<file path="config.mk">
export PLATFORM = sky130hd
export DESIGN_NAME = mod6_counter_flat
export DESIGN_NICKNAME = d
export VERILOG_FILES = /design/src/rtl/mod6_counter_pkg.sv /design/src/rtl/mod6_counter_if.sv /design/src/rtl/mod6_counter.sv /design/src/flat_wrapper.sv
export SDC_FILE = /design/constraint.sdc
export NUM_CORES = 1
export LEC_CHECK = 0
export ABC_CLOCK_PERIOD_IN_PS = 2600
export BUFFER_PORTS_ARGS = -buffer_cell sky130_fd_sc_hd__buf_2
export CORE_AREA = 2 2 39 41
export DETAILED_ROUTE_END_ITERATION = 12
export DIE_AREA = 0 0 41 43
export PLACE_DENSITY_LB_ADDON = 0.3
export SYNTH_ARGS = -nofsm -noshare
export SYNTH_HDL_FRONTEND = slang
export SYNTH_SLANG_ARGS = --single-unit
</file>
<file path="constraint.sdc">
create_clock -name clk -period 2.6 [get_ports clk]
set_clock_uncertainty 0.2 [all_clocks]
set_input_delay 0.52 -clock clk [delete_from_list [all_inputs] [get_ports clk]]
set_output_delay 0.52 -clock clk [all_outputs]
set_load 0.01 [all_outputs]
</file>
<file path="src/rtl/mod6_counter_pkg.sv">
// Shared timer-digit definitions: BCD digit type, per-digit maxima and the load clamp.
package mod6_counter_pkg;

    localparam int unsigned DIGIT_W = 4;

    typedef logic [DIGIT_W-1:0] bcd_digit_t;

    localparam bcd_digit_t MOD6_MAX  = 4'd5;
    localparam bcd_digit_t MOD10_MAX = 4'd9;

    typedef enum logic [1:0] {
        OP_HOLD,
        OP_DEC,
        OP_LOAD
    } digit_op_e;

    // Keypad entries above the digit's maximum saturate so an illegal value never lands in the register.
    function automatic bcd_digit_t clamp_digit(input bcd_digit_t value, input bcd_digit_t max_value);
        return (value > max_value) ? max_value : value;
    endfunction

endpackage

</file>
<file path="src/rtl/mod6_counter_if.sv">
// Digit bus for one countdown digit: load/enable in, value and borrow/zero flags out.
interface mod6_counter_if;
    import mod6_counter_pkg::*;

    bcd_digit_t data;
    logic       loadn;
    logic       en;
    bcd_digit_t ones;
    logic       tc;
    logic       zero;

    modport master (
        output data, loadn, en,
        input  ones, tc, zero
    );

    modport slave (
        input  data, loadn, en,
        output ones, tc, zero
    );

endinterface

</file>
<file path="src/rtl/mod6_counter.sv">
// Tens-of-seconds digit: mod-6 BCD down-counter with async clear, sync clamped load and borrow-out.
module mod6_counter
    import mod6_counter_pkg::*;
(
    input logic           clk,
    input logic           clrn,
    mod6_counter_if.slave bus
);

    bcd_digit_t ones_q;
    bcd_digit_t ones_d;
    bcd_digit_t load_val;
    digit_op_e  op;
    logic       is_zero;

    assign load_val = clamp_digit(bus.data, MOD6_MAX);
    assign is_zero  = (ones_q == '0);

    // Load outranks count enable; a simultaneous borrow-in is dropped for that edge.
    always_comb begin
        op = OP_HOLD;
        if (!bus.loadn) begin
            op = OP_LOAD;
        end else if (bus.en) begin
            op = OP_DEC;
        end
    end

    always_comb begin
        ones_d = ones_q;
        case (op)
            OP_LOAD: ones_d = load_val;
            OP_DEC:  ones_d = is_zero ? MOD6_MAX : (ones_q - 4'd1);
            default: ones_d = ones_q;
        endcase
    end

    always_ff @(posedge clk or negedge clrn) begin
        if (!clrn) begin
            ones_q <= '0;
        end else begin
            ones_q <= ones_d;
        end
    end

    assign bus.ones = ones_q;
    assign bus.zero = is_zero;
    assign bus.tc   = bus.en & is_zero;

endmodule

</file>
<file path="src/flat_wrapper.sv">
// flat-port wrapper written by rule: the top's interface ports become plain ports
module mod6_counter_flat import mod6_counter_pkg::*;
  (clk, clrn, bus_data, bus_loadn, bus_en, bus_ones, bus_tc, bus_zero);
  mod6_counter_if bus_i ();
  input logic clk;
  input logic clrn;
  input wire logic [$bits(bus_i.data)-1:0] bus_data;
  input wire logic [$bits(bus_i.loadn)-1:0] bus_loadn;
  input wire logic [$bits(bus_i.en)-1:0] bus_en;
  output wire logic [$bits(bus_i.ones)-1:0] bus_ones;
  output wire logic [$bits(bus_i.tc)-1:0] bus_tc;
  output wire logic [$bits(bus_i.zero)-1:0] bus_zero;
  assign bus_i.data = bus_data;
  assign bus_i.loadn = bus_loadn;
  assign bus_i.en = bus_en;
  assign bus_ones = bus_i.ones;
  assign bus_tc = bus_i.tc;
  assign bus_zero = bus_i.zero;
  mod6_counter u_core (.clk(clk), .clrn(clrn), .bus(bus_i));
endmodule
</file>
; ---- Yosys cells after proc, flatten, opt, wreduce, memory -nomap -nowiden
; Index checks and enable logic that the tools add are counted.
[totals]
register_bits = 4
input_bits = 8
output_inout_bits = 6
[op_classes]
n_addsub = 1
order_cmp = 1
n_eq_ne = 2
muxes = 5
n_bitwise = 1
n_reduce_logical = 2
[ops]
columns = cell, n
row1 = 2-to-1 mux 4 bit, 2
row2 = one-hot mux 4 bit (2 select lines), 1
row3 = > comparator 4 x 3 -> 1 bit (second input constant), 1
row4 = zero test 4 bit, 1
row5 = subtractor 4 x 1 -> 4 bit (second input constant), 1
row6 = equality test 2 x 1 -> 1 bit (second input constant), 1
row7 = equality test 2 bit (second input constant), 1
row8 = 2-to-1 mux 2 bit, 1
row9 = nonzero test 2 bit, 1
row10 = AND 1 bit, 1
row11 = 2-to-1 mux 1 bit, 1

; ---- Longest topological paths before layout
[depth]
ltp_word = 4
depth_mapped = 3
depth_no_buf = 3

; ---- Worst setup path after synthesis
; Ideal clock, no wire load.
[synth_timing]
path_kind = register to output
from = register u_core.ones_q[0], in the netlist u_core.bus.ones[0]
to = output port bus_tc
arrival_ns = 0.931
required_ns = 1.880
path_slack_ns = 0.949
stages_incl_launch_ff = 3
n_path_buf = 0
cell_sequence = dfrtp_1 nand2b_4 nor4_1
[synth_via]
elab_chain_cells = 2
[synth_rtl]
columns = element, line
row1 = "start, declared", mod6_counter.sv:10  ; bcd_digit_t ones_q;
row2 = "start signal, assigned", mod6_counter.sv:42  ; ones_q <= ones_d;
row3 = zero test 4 bit, mod6_counter.sv:17  ; assign is_zero = (ones_q == '0);
row4 = AND 1 bit, mod6_counter.sv:48  ; assign bus.tc = bus.en & is_zero;
row5 = "end, declared", flat_wrapper.sv:11  ; output wire logic [$bits(bus_i.tc)-1:0] bus_tc;
; Every way passes these cells.

; ---- Final worst setup path
; Ends and elaborated chain as after synthesis.

==> results.cfg <==
[run_status]
outcome = complete, no violations

[clocking]
cts_tree = done
numClockSinks = 4
clock_latency_ns = 0.23
clockBufferDepth = 2
htreeDepth = 1
cts_buffers = 3
cts_resized = 0
postCtsSetupRepairBufs = 0
ctsHoldBuffers = 1
cts_root_buf = clkbuf_4
cts.clk_slew.worst_paths_ns = 0.04

[cells_and_area]
syn2layout_area_growth_pct = 57.0
multi_input_area_sq_um = 106
drive_gt1_frac = 0.447
largest_reg_flops = 4
ff_latch_area_sq_um = 100
fin_nets = 48
n_antenna_cell = 0
fillerInstances = 157

[setup_path]
cp.required_ns = 1.88
path_class = flip-flop to output port
cp-end-kind = output port
timing.rr.start = u_core.bus.ones[0]
r2r-end = u_core.bus.ones[3]
r2r_slack_ns = 1.21
path_max_fanout = 6
critPathArrivalTime_ns = 1.13
start_kind = flip-flop
cp-startpoint = u_core.bus.ones[0]
r2r_cells = 3

[place]
dp_hpwl_um = 408
gp_congestion = 0.558
io_buffers = 13

[hold_path]
holdCritPathClass = input port to flip-flop
hold_path_end = u_core.bus.ones[1]
hold_depth = 2
hold_path.startpoint = bus_loadn

[logic_synthesis]
synth_common_cells = dfrtp_1, a31oi_1, nor2_1, nor4_1, or3_1
syn-cell-area_sq_um = 206
yosysSeqAreaShare = 0.485
async_flop_share = 1.00
ys_types = 13
syn_avg_cell_area_sq_um = 9.83
synthFlopType = dfrtp_1
netlist_instances = 21
synth_area_leader_cell = dfrtp_1
synth_fp_nets = 29
synth_area_leaders = dfrtp_1, a31oi_1, nand2b_4
synth_edf_count = 0
synth_warnings = 0
yosys.area.top_type_share = 0.485
synth-seq-cells = 4
synth_most_common_cell = dfrtp_1

[grt]
grt_usage = 0.0774
grt_pass1_vias = 184
grt_antenna_before_repair = 0
overflow = 0
grt_max_degree = 8
grt_pass1_wl_um = 834

[floorplanning]
rows = 14
chipWidth_um = 41
fp.dieH_um = 43
initial_core_util = 0.149
fp.coreArea_sq_um = 1380
dieArea_sq_um = 1760
io_pins = 14

[sta]
slew_violations = 0
fin_tns_setup_ns = 0
setup_violations = 0
min_period_over_period = 0.710
period_needed_ns = 1.85
worst_pin_slew_ns = 0.430
whs_ns = 0.369
hold_viol_final = 0
slew_headroom = 0.706
fmax_mhz = 541
rsz0062_at_grt = false

[power]
internal-power_uw = 136
p_switching_uw = 47.1
pwr-share-clk = 0.415
p_leak_uw = 0.000158
powerDensity_nw_per_um2 = 564
swShare = 0.257
share_comb_of_total_power = 0.179
p_seq_frac = 0.406
vdd_drop_max_v = 0.000193

[run]
maxCapViolations = 0

[detailed_routing]
via_count = 222
route.detailed.drc = 0
drt_pre_antenna_iters = 2
via_per_inst = 4.11
ant_nets = 0
drt-wirelength-per-cell_um = 10.1
routed_wl_um = 543
drt-initial-drc-count = 6
power groups by stage:
| stage | registers [uW] | clock network [uW] | logic, uW |
|---|---|---|---|
| after global placement | 75.0 | 0 | 32.0 |
| after CTS | 74.2 | 80.3 | 33.3 |
| after floorplan | 75.9 | 0 | 13.0 |
| after detailed placement | 75.0 | 0 | 31.9 |
| after global routing | 75.3 | 83.9 | 36.9 |
| final | 74.2 | 75.8 | 32.8 |
critical path: stages, from the launching register on:
cell      delay [ns]
dfrtp_1         0.39
nand2b_4        0.17
nor4_1          0.16
buf_2           0.17
worst max path at each step:
| stage | endpoint | slack [ns] | cells after the start |
|---|---|---|---|
| 5_1_grt | bus_tc | 0.69 | 3 |
| 4_1_cts | bus_tc | 0.74 | 3 |
| 3_3_place_gp | bus_tc | 0.87 | 4 |
| 3_5_place_dp | bus_tc | 0.86 | 4 |
| 2_1_floorplan | bus_tc | 0.95 | 2 |
| 6_report | bus_tc | 0.75 | 3 |
routing by layer:
metal  up-vias  wire length, um  GRT usage
li1        116                -          -
met1       102              223     0.0710
met2         4              297      0.116
met3         0               22     0.0628
met4         0                0     0.0400
met5         -                0          0
per-stage QoR:
step	instances	util	setup WS, ns	power (uW)	instance area (sq um)
2_1_floorplan	21	-	0.949	88.9	206
5_1_grt	54	0.234	0.687	196	324
4_1_cts	54	0.234	0.745	188	324
3_3_place_gp	50	0.211	0.872	107	292
3_5_place_dp	50	0.211	0.860	107	292
6_report	54	0.234	0.753	183	324
final cells by class:
class	count	share of cell area
clock buffer	3	0.0695
multi-input combinational	17	0.328
sequential	4	0.309
tap	16	0.0618
timing repair buffer	14	0.232
layout by cell type, fill, tap and decap left out:
cell / instances
buf_2: 13
dfrtp_1: 4
a31oi_1: 3
clkbuf_4: 3
nor4_1: 2
or3_1: 2
nor2_1: 2
nand2b_4: 1
or2b_1: 1
a2111oi_0: 1
and3_1: 1
o21ai_0: 1
nor3_1: 1
nand2_1: 1
a21oi_1: 1
dlygate4sd3_1: 1
cell families after synthesis:
logic type,synth area share
AND/OR/NAND/NOR,0.333
flip-flops,0.485
AO/OA/AOI/OAI,0.182
(Power assumes the default switching activity.)
